### src/rtl/uart_receiver.sv
// UART receive path: 2-FF line synchroniser, 16x oversampling divider, frame FSM.
// Latency: Rx_VALID rises 1 clk after the stop-bit mid-sample tick.
// Backpressure: none. Each byte is a one-cycle pulse and the consumer must take it then.
//
// Ports:
//   clk          system clock (50 MHz), rising edge
//   reset        asynchronous, active-low
//   Rx_EN        receiver enable; low forces IDLE and clears divider/sample counter
//   RxD          asynchronous serial input, idles high
//   baud_select  3-bit baud code, latched at start detection
//   Rx_DATA      last received byte (loaded at every stop sample)
//   Rx_VALID     one-clk pulse for an error-free frame
//   Rx_FERROR    stop bit sampled low; held until the next start detection
//   Rx_PERROR    even-parity mismatch; held until the next start detection
//
// Build option: define UART_RX_PARITY_EN for an 11-bit frame with an even parity bit.
// Without it the frame is 10 bits and Rx_PERROR is constant 0.

module uart_receiver (
    input  logic       clk,
    input  logic       reset,
    input  logic       Rx_EN,
    input  logic       RxD,
    input  logic [2:0] baud_select,
    output logic [7:0] Rx_DATA,
    output logic       Rx_VALID,
    output logic       Rx_FERROR,
    output logic       Rx_PERROR
);

    localparam logic [2:0] S_IDLE   = 3'd0;
    localparam logic [2:0] S_START  = 3'd1;
    localparam logic [2:0] S_DATA   = 3'd2;
`ifdef UART_RX_PARITY_EN
    localparam logic [2:0] S_PARITY = 3'd3;
`endif
    localparam logic [2:0] S_STOP   = 3'd4;

    logic [2:0]  state;
    logic        rx_meta;
    logic        rx_sync;
    logic [2:0]  baud_lat;
    logic [15:0] div_cnt;
    logic [15:0] div_max;
    logic        tick;
    logic [3:0]  sample_cnt;
    logic        mid_bit;
    logic [2:0]  bit_idx;
    logic [7:0]  shift_reg;

    // Two-stage synchroniser; both stages reset to the idle (high) line level.
    always_ff @(posedge clk or negedge reset) begin
        if (!reset) begin
            rx_meta <= 1'b1;
            rx_sync <= 1'b1;
        end else begin
            rx_meta <= RxD;
            rx_sync <= rx_meta;
        end
    end

    // Oversampling divider terminal counts for a 50 MHz clock (16 ticks per bit).
    always_comb begin
        div_max = 16'd26;
        case (baud_lat)
            3'b000: div_max = 16'd10416;
            3'b001: div_max = 16'd2603;
            3'b010: div_max = 16'd650;
            3'b011: div_max = 16'd325;
            3'b100: div_max = 16'd162;
            3'b101: div_max = 16'd80;
            3'b110: div_max = 16'd53;
            3'b111: div_max = 16'd26;
            default: div_max = 16'd26;
        endcase
    end

    // The divider only runs while a frame is in progress; in IDLE it sits at 0
    // so the first tick of a frame is a full tick period after start detection.
    assign tick    = (state != S_IDLE) && (div_cnt == div_max);

    // The sample counter is cleared at start detection and wraps every 16 ticks,
    // so the tick that finds it at 7 is the middle of every bit in the frame.
    assign mid_bit = tick && (sample_cnt == 4'd7);

    always_ff @(posedge clk or negedge reset) begin
        if (!reset) begin
            state      <= S_IDLE;
            baud_lat   <= 3'b000;
            div_cnt    <= 16'd0;
            sample_cnt <= 4'd0;
            bit_idx    <= 3'd0;
            shift_reg  <= 8'h00;
            Rx_DATA    <= 8'h00;
            Rx_VALID   <= 1'b0;
            Rx_FERROR  <= 1'b0;
`ifdef UART_RX_PARITY_EN
            Rx_PERROR  <= 1'b0;
`endif
        end else begin
            Rx_VALID <= 1'b0;

            if (!Rx_EN) begin
                // Any frame in progress is dropped; result registers keep their values.
                state      <= S_IDLE;
                div_cnt    <= 16'd0;
                sample_cnt <= 4'd0;
            end else begin
                if (state == S_IDLE || tick) begin
                    div_cnt <= 16'd0;
                end else begin
                    div_cnt <= div_cnt + 16'd1;
                end

                if (tick) begin
                    sample_cnt <= sample_cnt + 4'd1;
                end

                case (state)
                    S_IDLE: begin
                        if (!rx_sync) begin
                            baud_lat   <= baud_select;
                            sample_cnt <= 4'd0;
                            Rx_FERROR  <= 1'b0;
`ifdef UART_RX_PARITY_EN
                            Rx_PERROR  <= 1'b0;
`endif
                            state      <= S_START;
                        end
                    end

                    S_START: begin
                        if (mid_bit) begin
                            if (rx_sync) begin
                                // Line back high at mid start bit: a glitch, not a frame.
                                state <= S_IDLE;
                            end else begin
                                bit_idx <= 3'd0;
                                state   <= S_DATA;
                            end
                        end
                    end

                    S_DATA: begin
                        if (mid_bit) begin
                            // LSB arrives first, so shift in from the top.
                            shift_reg <= {rx_sync, shift_reg[7:1]};
                            bit_idx   <= bit_idx + 3'd1;
                            if (bit_idx == 3'd7) begin
`ifdef UART_RX_PARITY_EN
                                state <= S_PARITY;
`else
                                state <= S_STOP;
`endif
                            end
                        end
                    end

`ifdef UART_RX_PARITY_EN
                    S_PARITY: begin
                        if (mid_bit) begin
                            // Even parity: data bits plus parity bit must XOR to 0.
                            if ((^shift_reg) ^ rx_sync) begin
                                Rx_PERROR <= 1'b1;
                            end
                            state <= S_STOP;
                        end
                    end
`endif

                    S_STOP: begin
                        if (mid_bit) begin
                            Rx_DATA <= shift_reg;
                            if (!rx_sync) begin
                                Rx_FERROR <= 1'b1;
                            end
`ifdef UART_RX_PARITY_EN
                            if (rx_sync && !Rx_PERROR) begin
                                Rx_VALID <= 1'b1;
                            end
`else
                            if (rx_sync) begin
                                Rx_VALID <= 1'b1;
                            end
`endif
                            // Back to IDLE at mid stop bit so a following start edge
                            // that arrives right after the stop bit is not missed.
                            state <= S_IDLE;
                        end
                    end

                    default: begin
                        state <= S_IDLE;
                    end
                endcase
            end
        end
    end

`ifndef UART_RX_PARITY_EN
    assign Rx_PERROR = 1'b0;
`endif

endmodule

### config.mk
export PLATFORM = sky130hd
export DESIGN_NAME = uart_receiver
export DESIGN_NICKNAME = d
export VERILOG_FILES = /design/src/rtl/uart_receiver.sv
export SDC_FILE = /design/constraint.sdc
export NUM_CORES = 1
export LEC_CHECK = 0
export CORE_UTILIZATION = 38
export DETAILED_ROUTE_END_ITERATION = 6
export SLEW_MARGIN = 30
export SYNTH_ARGS = -nofsm -noshare
export SYNTH_HDL_FRONTEND = slang
export SYNTH_SLANG_ARGS = --single-unit
### constraint.sdc
create_clock -name clk -period 2.75 [get_ports clk]
set_clock_uncertainty 0.2 [all_clocks]
set_input_delay 0.55 -clock clk [delete_from_list [all_inputs] [get_ports clk]]
set_output_delay 0.55 -clock clk [all_outputs]
set_load 0.01 [all_outputs]
==> flow_summary.html, run 1 <==
<table>
<tr><th>Metric</th><th>Value</th></tr>
<tr><th colspan="2">Timing</th></tr>
<tr><td>Post-route fraction of the period consumed by the critical path</td><td>99.1%</td></tr>
<tr><td>Unrepaired setup endpoints after global routing</td><td>true</td></tr>
<tr><td>Number of endpoints with negative hold slack in the final report</td><td>0</td></tr>
<tr><td>WHS</td><td>between 0.1 and 0.15 ns</td></tr>
<tr><td>Maximum clock rate</td><td>367 MHz</td></tr>
<tr><td>Final Setup Violations</td><td>0</td></tr>
<tr><td>Min Tclk post-route</td><td>about 2.7 ns</td></tr>
<tr><td>Setup TNS</td><td>0 ns</td></tr>
<tr><td>Setup slack of the critical path after layout</td><td>~0.026 ns</td></tr>
<tr><td>Slew at the pin with the worst max-slew slack</td><td>0.624 ns</td></tr>
<tr><td>Worst relative slew slack</td><td>58.4%</td></tr>
<tr><td>Final slew viol count</td><td>0</td></tr>
<tr><th colspan="2">Yosys</th></tr>
<tr><td>Share of the yosys chip area belonging to registers</td><td>44.5%</td></tr>
<tr><td>FF+latch count, synth</td><td>49</td></tr>
<tr><td>Number of unique standard cell types used by synthesis</td><td>51</td></tr>
<tr><td>Avg Synthesized Cell Area</td><td>11.0 um^2</td></tr>
<tr><td>Netlist area before placement</td><td>about 2800 um^2</td></tr>
<tr><td>Number of warnings printed during yosys synthesis</td><td>0</td></tr>
<tr><td>Net count after synthesis</td><td>266</td></tr>
<tr><td>Number of flops mapped to enable cells by yosys</td><td>0</td></tr>
<tr><td>Top_reg_cell synth</td><td>dfrtp_1</td></tr>
<tr><td>Synthesized instance count</td><td>between 200 and 300</td></tr>
<tr><td>FFs w/ async S/R, synth</td><td>100%</td></tr>
<tr><th colspan="2">Placed design</th></tr>
<tr><td>Weighted congestion reported at the end of routability-driven placement</td><td>0.774</td></tr>
<tr><td>Post-detailed-placement cell area</td><td>3140 um^2</td></tr>
<tr><td>Half-perimeter wire length of the detailed placement result</td><td>3840 um</td></tr>
<tr><td>Number of port buffers</td><td>16</td></tr>
<tr><td>Placement Setup Slack</td><td>-0.0154 ns</td></tr>
<tr><th colspan="2">Run status</th></tr>
<tr><td>Run status</td><td>finished clean</td></tr>
<tr><th colspan="2">Die</th></tr>
<tr><td>Die outline width</td><td>87.2 um</td></tr>
<tr><td>Core Area</td><td>6910 um^2</td></tr>
<tr><td>Floorplan die height</td><td>87.2 um</td></tr>
<tr><td>Initial core utilization</td><td>40.0%</td></tr>
<tr><td>Number of ports placed on the die boundary</td><td>18</td></tr>
<tr><td>Floorplan die area</td><td>7610 um^2</td></tr>
<tr><td>Cell row count</td><td>30</td></tr>
<tr><th colspan="2">Clock network</th></tr>
<tr><td>CTS buffer count</td><td>5</td></tr>
<tr><td>Clk sink count</td><td>49</td></tr>
<tr><td>Post-CTS clock slew at the launch and capture registers of the worst setup and hold paths</td><td>0.09 ns</td></tr>
<tr><td>H-tree lvl count</td><td>2</td></tr>
<tr><td>Number of buffers inserted by hold repair at cts</td><td>0</td></tr>
<tr><td>Max clock buf depth</td><td>2</td></tr>
<tr><td>Worst-Skew Late Latency</td><td>0.30 ns</td></tr>
<tr><td>CTS tree</td><td>done</td></tr>
<tr><td>Root Buffer Master</td><td>clkbuf_8</td></tr>
<tr><th colspan="2">Pwr</th></tr>
<tr><td>Leakage power summed over all cells</td><td>1.43 nW</td></tr>
<tr><td>Maximum vdd ir drop</td><td>roughly 0.00021 V</td></tr>
<tr><td>Power density over the cells</td><td>530 nW/um^2</td></tr>
<tr><th colspan="2">Worst setup path</th></tr>
<tr><td>Cell with the biggest individual delay on the critical path</td><td>or4_4</td></tr>
<tr><td>Capturing element type of the critical path</td><td>register</td></tr>
<tr><td>Peak fanout along the critical path</td><td>8</td></tr>
<tr><td>Required time of the critical path</td><td>2.74 ns</td></tr>
<tr><td>Delay contributed by the slowest stage of the critical path</td><td>a little over 0.6 ns</td></tr>
<tr><td>Critical Path Start Type</td><td>register</td></tr>
<tr><td>Arrival time reported for the critical path endpoint</td><td>2.71 ns</td></tr>
<tr><td>Critical path cell sequence</td><td>inv_2, ha_4, nor4b_2, a32oi_1, a221o_1, or4_4, mux2_4</td></tr>
<tr><td>Category of the critical setup timing path</td><td>reg -&gt; reg</td></tr>
<tr><th colspan="2">Drt</th></tr>
<tr><td>Detailed-route via count</td><td>1956</td></tr>
<tr><td>Routed wirelength normalized by instance count</td><td>13.8 um</td></tr>
<tr><td>Number of routed nets with antenna violations</td><td>0</td></tr>
<tr><td>Post-detailed-routing wire length</td><td>~5300 um</td></tr>
<tr><td>DRC marker count from the first detailed-route iteration</td><td>approximately 100</td></tr>
<tr><td>Detail-routed via count per cell</td><td>5.09</td></tr>
<tr><td>DRC violation count after routing</td><td>0</td></tr>
<tr><td>First-pass detailed-route iteration total</td><td>4</td></tr>
<tr><th colspan="2">GRT</th></tr>
<tr><td>Overflow left after global routing</td><td>0</td></tr>
<tr><td>Vias in the first global route</td><td>1926</td></tr>
<tr><td>Global-route wire length before repair</td><td>9160 um</td></tr>
<tr><td>Initial antenna violation count</td><td>0</td></tr>
<tr><td>Total global-route track usage</td><td>between 10% and 20%</td></tr>
<tr><td>Pin count of the biggest net entering global routing</td><td>50</td></tr>
<tr><th colspan="2">Layout</th></tr>
<tr><td>Number of flip-flops in the largest register</td><td>16</td></tr>
<tr><td>N_diodes</td><td>0</td></tr>
<tr><td>Final design area excluding fillers</td><td>3330 um^2</td></tr>
<tr><td>Area growth from synthesis to layout</td><td>20.6%</td></tr>
<tr><td>Total of fill cells in the finished design</td><td>660</td></tr>
<tr><td>Commonest cells after routing, fill and taps aside</td><td>dfrtp_1, buf_4, nor3_1</td></tr>
<tr><td>Post-layout nets</td><td>303</td></tr>
<tr><td>Share of final-layout standard cells stronger than drive strength 1</td><td>25.7%</td></tr>
<tr><td>Leading cell type in the layout, fill and taps excluded</td><td>dfrtp_1</td></tr>
<tr><th colspan="2">Flow run</th></tr>
<tr><td># Max-Cap Violations</td><td>0</td></tr>
<tr><th colspan="2">Worst hold path</th></tr>
<tr><td>Hold WC Path Type</td><td>in -&gt; async</td></tr>
</table>
cell type report:
cell class / count / area, um^2 / area share [%]
Timing Repair Buffer: 41 / 354 / 10.6
Clock inverter: 2 / 37.5 / 1.13
Sequential cell: 49 / 1230 / 36.9
Inverter: 8 / 30.0 / 0.902
Clock buffer: 6 / 82.6 / 2.48
Tap cell: 96 / 120 / 3.61
Multi-Input combinational cell: 182 / 1480 / 44.3
what timing repair did:
action                     4_1_cts  5_1_grt
buffers inserted                 3        2
gates resized for setup          0        8
pin swaps                        2        4
setup endpoints to repair        8       27
through the flow:
step	cells	utilization [%]	power (mW)
3_5_place_dp	371	45.5	1.19
6_report	384	48.2	1.77
3_3_place_gp	371	45.5	1.18
4_1_cts	382	47.5	1.76
5_1_grt	384	48.2	1.86
2_1_floorplan	250	-	1.06
cells by family (layout without fill, tap and decap cells):
logic type,after synthesis,count (layout),synth area share [%]
and+or+nand+nor,94,94,20.0
DFF,49,49,44.5
muxes,31,31,13.2
AOI/OAI and AO/OA,24,24,7.21
xor gates and xnor gates,23,23,7.30
buffers and inverters,19,57,3.58
adders and majority gates,9,9,4.08
other,1,1,0.136
routing by layer:
metal / GRT usage, % / vias to the layer above / share of wire [%]
met5: 0 / - / 0
met4: 4.92 / 0 / 1.0
li1: - / 965 / -
met3: 2.65 / 4 / 2.0
met2: 25.6 / 15 / 49
met1: 20.2 / 972 / 48
synthesized netlist by cell type (2+ instances only):
cell | number | area, um^2
dfrtp_1 | 47 | 1180
nor3_1 | 19 | 95.1
nand2_1 | 14 | 52.6
xor2_1 | 14 | 123
mux2_2 | 12 | 135
mux2i_1 | 11 | 110
nand3_1 | 11 | 55.1
nor2_1 | 11 | 41.3
ha_1 | 9 | 113
xnor2_1 | 9 | 78.8
inv_1 | 8 | 30.0
mux2_4 | 8 | 120
o21ai_0 | 7 | 35.0
clkbuf_1 | 6 | 22.5
nor4_1 | 6 | 37.5
nand2b_1 | 5 | 31.3
nand4_1 | 4 | 25.0
a21oi_1 | 3 | 15.0
and4_1 | 3 | 26.3
buf_6 | 3 | 33.8
and2_1 | 2 | 12.5
and3_1 | 2 | 12.5
and3b_1 | 2 | 17.5
dfstp_2 | 2 | 52.6
nor2b_1 | 2 | 12.5
nor3b_1 | 2 | 15.0
nor4_4 | 2 | 42.5
o2111ai_1 | 2 | 17.5
or2_2 | 2 | 12.5
worst max-delay path, delay by kind of cell (launching register included):
| kind | cells | cell delay (ns) |
|---|---|---|
| mux | 1 | 0.33 |
| buf+inv | 1 | 0.07 |
| flops | 1 | 0.40 |
| simple gates | 2 | 0.82 |
| compound gates | 2 | 0.52 |
| fa+ha+maj | 1 | 0.26 |
worst paths after layout:
| kind | end | slack [ns] | startpoint | depth (start not counted) |
|---|---|---|---|---|
| worst max-delay path | Rx_DATA[5] | 0.03 | baud_lat[1] | 7 |
| worst min-delay path | div_cnt[8] | 0.15 | reset | 2 |
| worst max register to register | Rx_DATA[5] | 0.03 | baud_lat[1] | 7 |
| worst min register to register | rx_sync | 0.16 | rx_meta | 0 |
| max in group asynchronous | baud_lat[2] | 1.75 | reset | 2 |
| min in group clk | rx_sync | 0.16 | rx_meta | 0 |
report_power, final:
group	internal, mW	switching (mW)
clock network	0.296	0.238
registers	0.736	0.0294
logic	0.223	0.243
total	1.26	0.510
(Power assumes the default switching activity.)
==> run 2: changes to the inputs <==
==> constraint.sdc (replaced) <==
create_clock -name clk -period 2.28 [get_ports clk]
set_clock_uncertainty 0.2 [all_clocks]
set_input_delay 0.456 -clock clk [delete_from_list [all_inputs] [get_ports clk]]
set_output_delay 0.456 -clock clk [all_outputs]
set_load 0.01 [all_outputs]
==> flow_summary.html, run 2 (synthesis results as in run 1) <==
<table>
<tr><th>Metric</th><th>Value</th></tr>
<tr><th colspan="2">Run status</th></tr>
<tr><td>Run status</td><td>finished with violations</td></tr>
<tr><td>Violations in the final reports</td><td>negative setup slack</td></tr>
<tr><th colspan="2">Worst hold path</th></tr>
<tr><td>Min-delay src</td><td>rx_meta</td></tr>
<tr><td>Hold-critical path depth</td><td>0</td></tr>
<tr><td>WHS Endpoint</td><td>rx_sync</td></tr>
<tr><td>Hold WC Path Type</td><td>reg -&gt; reg</td></tr>
<tr><th colspan="2">Die</th></tr>
<tr><td>Floorplan die height</td><td>87.2 um (unchanged)</td></tr>
<tr><td>Number of ports placed on the die boundary</td><td>18 (unchanged)</td></tr>
<tr><td>Die outline width</td><td>87.2 um (unchanged)</td></tr>
<tr><td>Core Area</td><td>6910 um^2 (unchanged)</td></tr>
<tr><td>Floorplan die area</td><td>7610 um^2 (unchanged)</td></tr>
<tr><td>Cell row count</td><td>30 (unchanged)</td></tr>
<tr><td>Initial core utilization</td><td>40.0% (unchanged)</td></tr>
<tr><th colspan="2">GRT</th></tr>
<tr><td>Initial antenna violation count</td><td>0 (unchanged)</td></tr>
<tr><td>Global-route wire length before repair</td><td>10400 um (+13%)</td></tr>
<tr><td>Total global-route track usage</td><td>17.9% (+2.5 points)</td></tr>
<tr><td>Overflow left after global routing</td><td>0 (unchanged)</td></tr>
<tr><td>Pin count of the biggest net entering global routing</td><td>31 (-38%)</td></tr>
<tr><td>Vias in the first global route</td><td>2152 (+12%)</td></tr>
<tr><th colspan="2">Drt</th></tr>
<tr><td>DRC marker count from the first detailed-route iteration</td><td>46 (-55%)</td></tr>
<tr><td>Detail-routed via count per cell</td><td>4.97 (-2.4%)</td></tr>
<tr><td>Post-detailed-routing wire length</td><td>6050 um (+14%)</td></tr>
<tr><td>Number of routed nets with antenna violations</td><td>0 (unchanged)</td></tr>
<tr><td>DRC violation count after routing</td><td>0 (unchanged)</td></tr>
<tr><td>Routed wirelength normalized by instance count</td><td>14.1 um (+2.1%)</td></tr>
<tr><td>Detailed-route via count</td><td>2132 (+9.0%)</td></tr>
<tr><td>First-pass detailed-route iteration total</td><td>4 (unchanged)</td></tr>
<tr><th colspan="2">Worst setup path</th></tr>
<tr><td>Cell with the biggest individual delay on the critical path</td><td>dfrtp_1</td></tr>
<tr><td>Startpoint of the most critical register-to-register path</td><td>baud_lat[0]</td></tr>
<tr><td>Category of the critical setup timing path</td><td>reg -&gt; reg</td></tr>
<tr><td>Critical Path Start Type</td><td>register</td></tr>
<tr><td>Register-to-register setup slack</td><td>-0.39 ns (-0.42 ns)</td></tr>
<tr><td>Peak fanout along the critical path</td><td>5 (-3)</td></tr>
<tr><td>Capturing element type of the critical path</td><td>register</td></tr>
<tr><td>Delay contributed by the slowest stage of the critical path</td><td>0.43 ns (-0.18 ns)</td></tr>
<tr><td>Number of buffer and inverter stages on the critical path</td><td>7 (+6)</td></tr>
<tr><td>Worst Reg2Reg Path Length in Cells</td><td>13 (+6)</td></tr>
<tr><td>Arrival time reported for the critical path endpoint</td><td>2.71 ns (about the same)</td></tr>
<tr><td>Worst r2r dst</td><td>sample_cnt[1]</td></tr>
<tr><td>Cell family with most CP delay</td><td>buffers and inverters</td></tr>
<tr><td>Most prevalent standard cell on the critical path</td><td>buf_4</td></tr>
<tr><td>Critical path cell sequence</td><td>inv_2, ha_4, buf_4, xnor2_2, o21ai_2, o311ai_2, buf_4, buf_6, buf_12, buf_12, nor4_4, buf_4, mux2i_1</td></tr>
<tr><td>Required time of the critical path</td><td>2.32 ns (-0.42 ns)</td></tr>
<tr><th colspan="2">Layout</th></tr>
<tr><td>Leading cell type in the layout, fill and taps excluded</td><td>buf_4</td></tr>
<tr><td>Number of flip-flops in the largest register</td><td>16 (unchanged)</td></tr>
<tr><td>N_diodes</td><td>0 (unchanged)</td></tr>
<tr><td>Commonest cells after routing, fill and taps aside</td><td>buf_4, dfrtp_1, nor3_1</td></tr>
<tr><td>Total of fill cells in the finished design</td><td>627 (-5.0%)</td></tr>
<tr><td>Final design area excluding fillers</td><td>3860 um^2 (+16%)</td></tr>
<tr><td>Area growth from synthesis to layout</td><td>39.9%</td></tr>
<tr><td>Share of final-layout standard cells stronger than drive strength 1</td><td>39.6% (+14 points)</td></tr>
<tr><td>Count of placed standard cells in the final layout, fillers left out</td><td>429 (+12%)</td></tr>
<tr><td>Post-layout nets</td><td>348 (+15%)</td></tr>
<tr><th colspan="2">Flow run</th></tr>
<tr><td># Max-Cap Violations</td><td>0 (unchanged)</td></tr>
<tr><th colspan="2">Pwr</th></tr>
<tr><td>Switching power</td><td>770 uW (+51%)</td></tr>
<tr><td>Internal cell power</td><td>1.57 mW (+25%)</td></tr>
<tr><td>Leakage power summed over all cells</td><td>1.71 nW (+19%)</td></tr>
<tr><td>Maximum vdd ir drop</td><td>0.000283 V (+33%)</td></tr>
<tr><td>Relative contribution of sequential cells to total power</td><td>39.4% (-3.9 points)</td></tr>
<tr><td>Portion of total power attributed to the clock network</td><td>22.7% (-7.6 points)</td></tr>
<tr><td>Switching share of total power</td><td>32.9% (+4.0 points)</td></tr>
<tr><td>Combinational group share of total power</td><td>37.9% (+12 points)</td></tr>
<tr><td>Power density over the cells</td><td>606 nW/um^2 (+14%)</td></tr>
<tr><th colspan="2">Clock network</th></tr>
<tr><td>Max clock buf depth</td><td>2 (unchanged)</td></tr>
<tr><td>Clk sink count</td><td>49 (unchanged)</td></tr>
<tr><td>Post-CTS clock slew at the launch and capture registers of the worst setup and hold paths</td><td>0.10 ns (about the same)</td></tr>
<tr><td>CTS buffer count</td><td>5 (unchanged)</td></tr>
<tr><td>Root Buffer Master</td><td>clkbuf_8</td></tr>
<tr><td>CTS tree</td><td>done</td></tr>
<tr><td>Worst-Skew Late Latency</td><td>0.31 ns (about the same)</td></tr>
<tr><td>H-tree lvl count</td><td>2 (unchanged)</td></tr>
<tr><th colspan="2">Timing</th></tr>
<tr><td>WHS</td><td>0.162 ns (+0.0135 ns)</td></tr>
<tr><td>Unrepaired setup endpoints after global routing</td><td>true</td></tr>
<tr><td>Setup slack of the critical path after layout</td><td>-0.395 ns (-0.421 ns)</td></tr>
<tr><td>Final slew viol count</td><td>0 (unchanged)</td></tr>
<tr><td>Post-route fraction of the period consumed by the critical path</td><td>117% (+18 points)</td></tr>
<tr><td>Final Setup Violations</td><td>44 (+44)</td></tr>
<tr><td>Setup TNS</td><td>-15.42 ns (-15.42 ns)</td></tr>
<tr><td>Number of endpoints with negative hold slack in the final report</td><td>0 (unchanged)</td></tr>
<tr><td>Maximum clock rate</td><td>374 MHz (+1.8%)</td></tr>
<tr><td>Min Tclk post-route</td><td>2.67 ns (-0.0494 ns)</td></tr>
<tr><th colspan="2">Placed design</th></tr>
<tr><td>Post-detailed-placement cell area</td><td>3460 um^2 (+10%)</td></tr>
<tr><td># placed instances</td><td>407 (+9.7%)</td></tr>
<tr><td>Half-perimeter wire length of the detailed placement result</td><td>4260 um (+11%)</td></tr>
<tr><td>Weighted congestion reported at the end of routability-driven placement</td><td>0.777 (+0.40%)</td></tr>
<tr><td>Number of port buffers</td><td>16 (unchanged)</td></tr>
</table>
[run 2: cell types whose count changed in the layout (fill, tap and decap cells not counted), moves of 2 or more]
cell	previous run	this run
buf_4	22	56
nor4_4	2	8
buf_6	3	8
nor4_1	5	1
buf_12	0	3
mux2_2	11	9
mux2_4	9	11
nor4_2	2	0
o2111ai_1	2	0
o2111ai_2	0	2
o21ai_0	7	5
o21ai_2	0	2
[run 2: cell type report]
class,count,area [um^2],share of cell area [%]
Clock buffer,5,68.8,1.78
Multi-Input combinational cell,182,1620,41.9
Inverter,8,30.0,0.777
Timing Repair Buffer,86,776,20.1
Sequential cell,49,1230,31.8
Clock inverter,3,21.3,0.551
Tap cell,96,120,3.11
[run 2: worst max path at each step]
| stage | start | endpoint | slack [ns] | cells after the start |
|---|---|---|---|---|
| 2_1_floorplan | baud_lat[1] | Rx_DATA[0] | -0.51 | 9 |
| 3_3_place_gp | baud_lat[1] | Rx_DATA[4] | -0.41 | 7 |
| 3_5_place_dp | baud_lat[0] | Rx_DATA[5] | -0.48 | 7 |
| 4_1_cts | baud_lat[0] | Rx_DATA[2] | -0.42 | 7 |
| 5_1_grt | baud_lat[0] | div_cnt[6] | -0.50 | 13 |
| 6_report | baud_lat[0] | sample_cnt[1] | -0.39 | 13 |
[run 2: power groups by stage]
stage	Combinational, mW	Clock (mW)	Sequential (mW)
6_report	0.886	0.533	0.922
5_1_grt	0.951	0.585	0.926
4_1_cts	0.799	0.556	0.921
3_5_place_dp	0.645	0	0.937
3_3_place_gp	0.632	0	0.936
2_1_floorplan	0.361	0	0.926
[run 2: repair_timing]
action,4_1_cts,5_1_grt
setup endpoints to repair,44,44
hold endpoints to repair,19,0
pin swaps,15,9
hold buffers,1,0
gates cloned,1,0
buffers inserted,10,5
gates resized for setup,32,6
[run 2: per-layer routing]
metal	vias up	GRT usage, %	share of wire [%]
li1	1064	-	-
met1	1044	23.3	48
met2	19	29.8	49
met3	5	3.70	2.0
met4	0	5.37	1.1
met5	-	0	0
[run 2: stage by stage]
stage | power [mW] | setup slack (ns) | util [%]
2_1_floorplan | 1.29 | -0.508 | -
3_3_place_gp | 1.57 | -0.411 | 50.2
3_5_place_dp | 1.58 | -0.479 | 50.2
4_1_cts | 2.28 | -0.420 | 55.3
5_1_grt | 2.46 | -0.495 | 55.9
6_report | 2.34 | -0.395 | 55.9
==> run 3: changes to the inputs <==
--- a/config.mk
+++ b/config.mk
@@ -6,7 +6,9 @@
 export NUM_CORES = 1
 export LEC_CHECK = 0
 export CORE_UTILIZATION = 38
+export CTS_BUF_LIST = sky130_fd_sc_hd__clkbuf_8
 export DETAILED_ROUTE_END_ITERATION = 6
+export REMOVE_ABC_BUFFERS = 1
 export SLEW_MARGIN = 30
 export SYNTH_ARGS = -nofsm -noshare
 export SYNTH_HDL_FRONTEND = slang
==> flow_summary.html, run 3 (synthesis results as in run 1) <==
<table>
<tr><th>Metric</th><th>Value</th></tr>
<tr><th colspan="2">Run status</th></tr>
<tr><td>Run status</td><td>finished with violations</td></tr>
<tr><td>Violations in the final reports</td><td>negative setup slack</td></tr>
<tr><th colspan="2">Timing</th></tr>
<tr><td>Unrepaired setup endpoints after global routing</td><td>true</td></tr>
<tr><td>Min Tclk post-route</td><td>2.68 ns (+0.00999 ns)</td></tr>
<tr><td>Final Setup Violations</td><td>44 (unchanged)</td></tr>
<tr><td>Number of endpoints with negative hold slack in the final report</td><td>0 (unchanged)</td></tr>
<tr><td>WHS</td><td>0.161 ns (-0.000744 ns)</td></tr>
<tr><td>Post-route fraction of the period consumed by the critical path</td><td>118% (+0.44 points)</td></tr>
<tr><td>Maximum clock rate</td><td>372 MHz (-0.37%)</td></tr>
<tr><td>Setup slack of the critical path after layout</td><td>-0.405 ns (-0.00999 ns)</td></tr>
<tr><td>Final slew viol count</td><td>0 (unchanged)</td></tr>
<tr><th colspan="2">Clock network</th></tr>
<tr><td>Root Buffer Master</td><td>clkbuf_8</td></tr>
<tr><td>H-tree lvl count</td><td>2 (unchanged)</td></tr>
<tr><td>Clk sink count</td><td>49 (unchanged)</td></tr>
<tr><td>CTS buffer count</td><td>5 (unchanged)</td></tr>
<tr><td>Worst-Skew Late Latency</td><td>0.31 ns (about the same)</td></tr>
<tr><td>CTS tree</td><td>done</td></tr>
<tr><td>Post-CTS clock slew at the launch and capture registers of the worst setup and hold paths</td><td>0.10 ns (about the same)</td></tr>
<tr><td>Max clock buf depth</td><td>2 (unchanged)</td></tr>
<tr><th colspan="2">Drt</th></tr>
<tr><td>Detail-routed via count per cell</td><td>5.03 (+1.1%)</td></tr>
<tr><td>Number of routed nets with antenna violations</td><td>0 (unchanged)</td></tr>
<tr><td>First-pass detailed-route iteration total</td><td>6 (+2)</td></tr>
<tr><td>Post-detailed-routing wire length</td><td>5730 um (-5.3%)</td></tr>
<tr><td>DRC marker count from the first detailed-route iteration</td><td>47 (+2.2%)</td></tr>
<tr><td>DRC violation count after routing</td><td>0 (unchanged)</td></tr>
<tr><td>Detailed-route via count</td><td>2066 (-3.1%)</td></tr>
<tr><td>Routed wirelength normalized by instance count</td><td>13.9 um (-1.2%)</td></tr>
<tr><th colspan="2">Layout</th></tr>
<tr><td>Share of final-layout standard cells stronger than drive strength 1</td><td>34.3% (-5.4 points)</td></tr>
<tr><td>Final core utilization</td><td>53.4% (-2.6 points)</td></tr>
<tr><td>Number of flip-flops in the largest register</td><td>16 (unchanged)</td></tr>
<tr><td>Post-layout nets</td><td>330 (-5.2%)</td></tr>
<tr><td>Area growth from synthesis to layout</td><td>33.4%</td></tr>
<tr><td>N_diodes</td><td>0 (unchanged)</td></tr>
<tr><td>Total of fill cells in the finished design</td><td>639 (+1.9%)</td></tr>
<tr><td>Leading cell type in the layout, fill and taps excluded</td><td>dfrtp_1</td></tr>
<tr><td>Commonest cells after routing, fill and taps aside</td><td>dfrtp_1, buf_4, nor3_1</td></tr>
<tr><th colspan="2">GRT</th></tr>
<tr><td>Overflow left after global routing</td><td>0 (unchanged)</td></tr>
<tr><td>Initial antenna violation count</td><td>0 (unchanged)</td></tr>
<tr><td>Total global-route track usage</td><td>16.5% (-1.4 points)</td></tr>
<tr><td>Pin count of the biggest net entering global routing</td><td>31 (unchanged)</td></tr>
<tr><td>Global-route track usage on met3</td><td>2.27% (-1.4 points)</td></tr>
<tr><td>Met2 Track Usage GR</td><td>27.1% (-2.6 points)</td></tr>
<tr><td>Met1 track demand over resource</td><td>21.6% (-1.7 points)</td></tr>
<tr><td>Global-route wire length before repair</td><td>9800 um (-5.6%)</td></tr>
<tr><td>Vias in the first global route</td><td>2112 (-1.9%)</td></tr>
<tr><td>Global routing's busiest layer</td><td>met2</td></tr>
<tr><th colspan="2">Pwr</th></tr>
<tr><td>Leakage power summed over all cells</td><td>1.60 nW (-6.5%)</td></tr>
<tr><td>Maximum vdd ir drop</td><td>0.000224 V (-21%)</td></tr>
<tr><td>Power density over the cells</td><td>585 nW/um^2 (-3.4%)</td></tr>
<tr><th colspan="2">Placed design</th></tr>
<tr><td>Weighted congestion reported at the end of routability-driven placement</td><td>0.806 (+3.7%)</td></tr>
<tr><td>Half-perimeter wire length of the detailed placement result</td><td>4040 um (-5.3%)</td></tr>
<tr><td>Placement Setup Slack</td><td>-0.496 ns (-0.0172 ns)</td></tr>
<tr><td>Number of port buffers</td><td>16 (unchanged)</td></tr>
<tr><th colspan="2">Flow run</th></tr>
<tr><td># Max-Cap Violations</td><td>0 (unchanged)</td></tr>
<tr><th colspan="2">Die</th></tr>
<tr><td>Initial core utilization</td><td>40.0% (unchanged)</td></tr>
<tr><td>Die outline width</td><td>87.2 um (unchanged)</td></tr>
<tr><td>Floorplan die height</td><td>87.2 um (unchanged)</td></tr>
<tr><td>Cell row count</td><td>30 (unchanged)</td></tr>
<tr><td>Floorplan die area</td><td>7610 um^2 (unchanged)</td></tr>
<tr><td>Core Area</td><td>6910 um^2 (unchanged)</td></tr>
<tr><td>Number of ports placed on the die boundary</td><td>18 (unchanged)</td></tr>
<tr><th colspan="2">Worst hold path</th></tr>
<tr><td>Hold WC Path Type</td><td>reg -&gt; reg</td></tr>
<tr><th colspan="2">Worst setup path</th></tr>
<tr><td>Peak fanout along the critical path</td><td>8 (+3)</td></tr>
<tr><td>Critical Path Start Type</td><td>register</td></tr>
<tr><td>Category of the critical setup timing path</td><td>reg -&gt; reg</td></tr>
<tr><td>Required time of the critical path</td><td>2.28 ns (-0.04 ns)</td></tr>
<tr><td>Capturing element type of the critical path</td><td>register</td></tr>
<tr><td>Arrival time reported for the critical path endpoint</td><td>2.68 ns (-0.03 ns)</td></tr>
</table>
-- run 3: cell count changes in the layout (fill, tap and decap cells not counted), sizes merged --
cell and change:
buf -18, clkinv -1, clkinvlp +1
-- run 3: cell type report --
class	count	area (um^2)	area share [%]
clock buffer	5	68.8	1.87
clock inverter	3	26.3	0.713
inverter	8	30.0	0.815
multi-input combinational	182	1600	43.3
sequential	49	1230	33.4
tap	96	120	3.26
timing repair buffer	68	613	16.6
-- run 3: per-layer routing --
layer	share of wire, %	vias up	wire length [um]
met5	0	-	0
met4	2.1	0	122
met3	1.9	12	110
met2	47	22	2710
met1	49	1006	2780
li1	-	1026	-
-- run 3: stage by stage --
| step | area [um^2] | setup TNS, ns | total power [mW] | std cells |
|---|---|---|---|---|
| after global routing | 3680 | -17.58 | 2.27 | 411 |
| final | 3680 | -12.84 | 2.16 | 411 |
| after CTS | 3590 | -10.40 | 2.12 | 409 |
| after global placement | 3350 | -12.95 | 1.45 | 398 |
| after detailed placement | 3350 | -14.45 | 1.46 | 398 |
| after floorplan | 2690 | -20.95 | 1.23 | 239 |
-- run 3: timing repair --
action / CTS / global route
gates resized for setup: 25 / 10
hold buffers: 1 / 0
cloned: 0 / 1
buffers inserted: 2 / 1
pin swaps: 3 / 4
setup endpoints to repair: 44 / 44
endpoints found under the hold margin: 17 / 0
-- run 3: report_power, final --
| part | internal (mW) | switching (mW) | leakage (nW) |
|---|---|---|---|
| clock network | 0.223 | 0.313 | 0.0423 |
| registers | 0.888 | 0.0291 | 0.658 |
| logic | 0.321 | 0.383 | 0.902 |
-- run 3: worst paths after layout --
| check | startpoint | to | slack [ns] | depth (start not counted) |
|---|---|---|---|---|
| worst max-delay path | baud_lat[0] | Rx_DATA[7] | -0.40 | 8 |
| worst max register to register | baud_lat[0] | Rx_DATA[7] | -0.40 | 8 |
| min in group asynchronous | reset | div_cnt[8] | 0.43 | 2 |
| worst min register to register | rx_meta | rx_sync | 0.16 | 0 |
| max in group asynchronous | reset | baud_lat[2] | 0.92 | 3 |
| worst min-delay path | rx_meta | rx_sync | 0.16 | 0 |
-- run 3: worst max-delay path, cell delays in order (launching register included) --
cell     delay (ns)
dfrtp_1        0.40
inv_2          0.09
ha_4           0.22
nor4b_4        0.25
a32oi_1        0.11
a221o_1        0.35
or4_1          0.49
buf_6          0.17
mux2_4         0.30
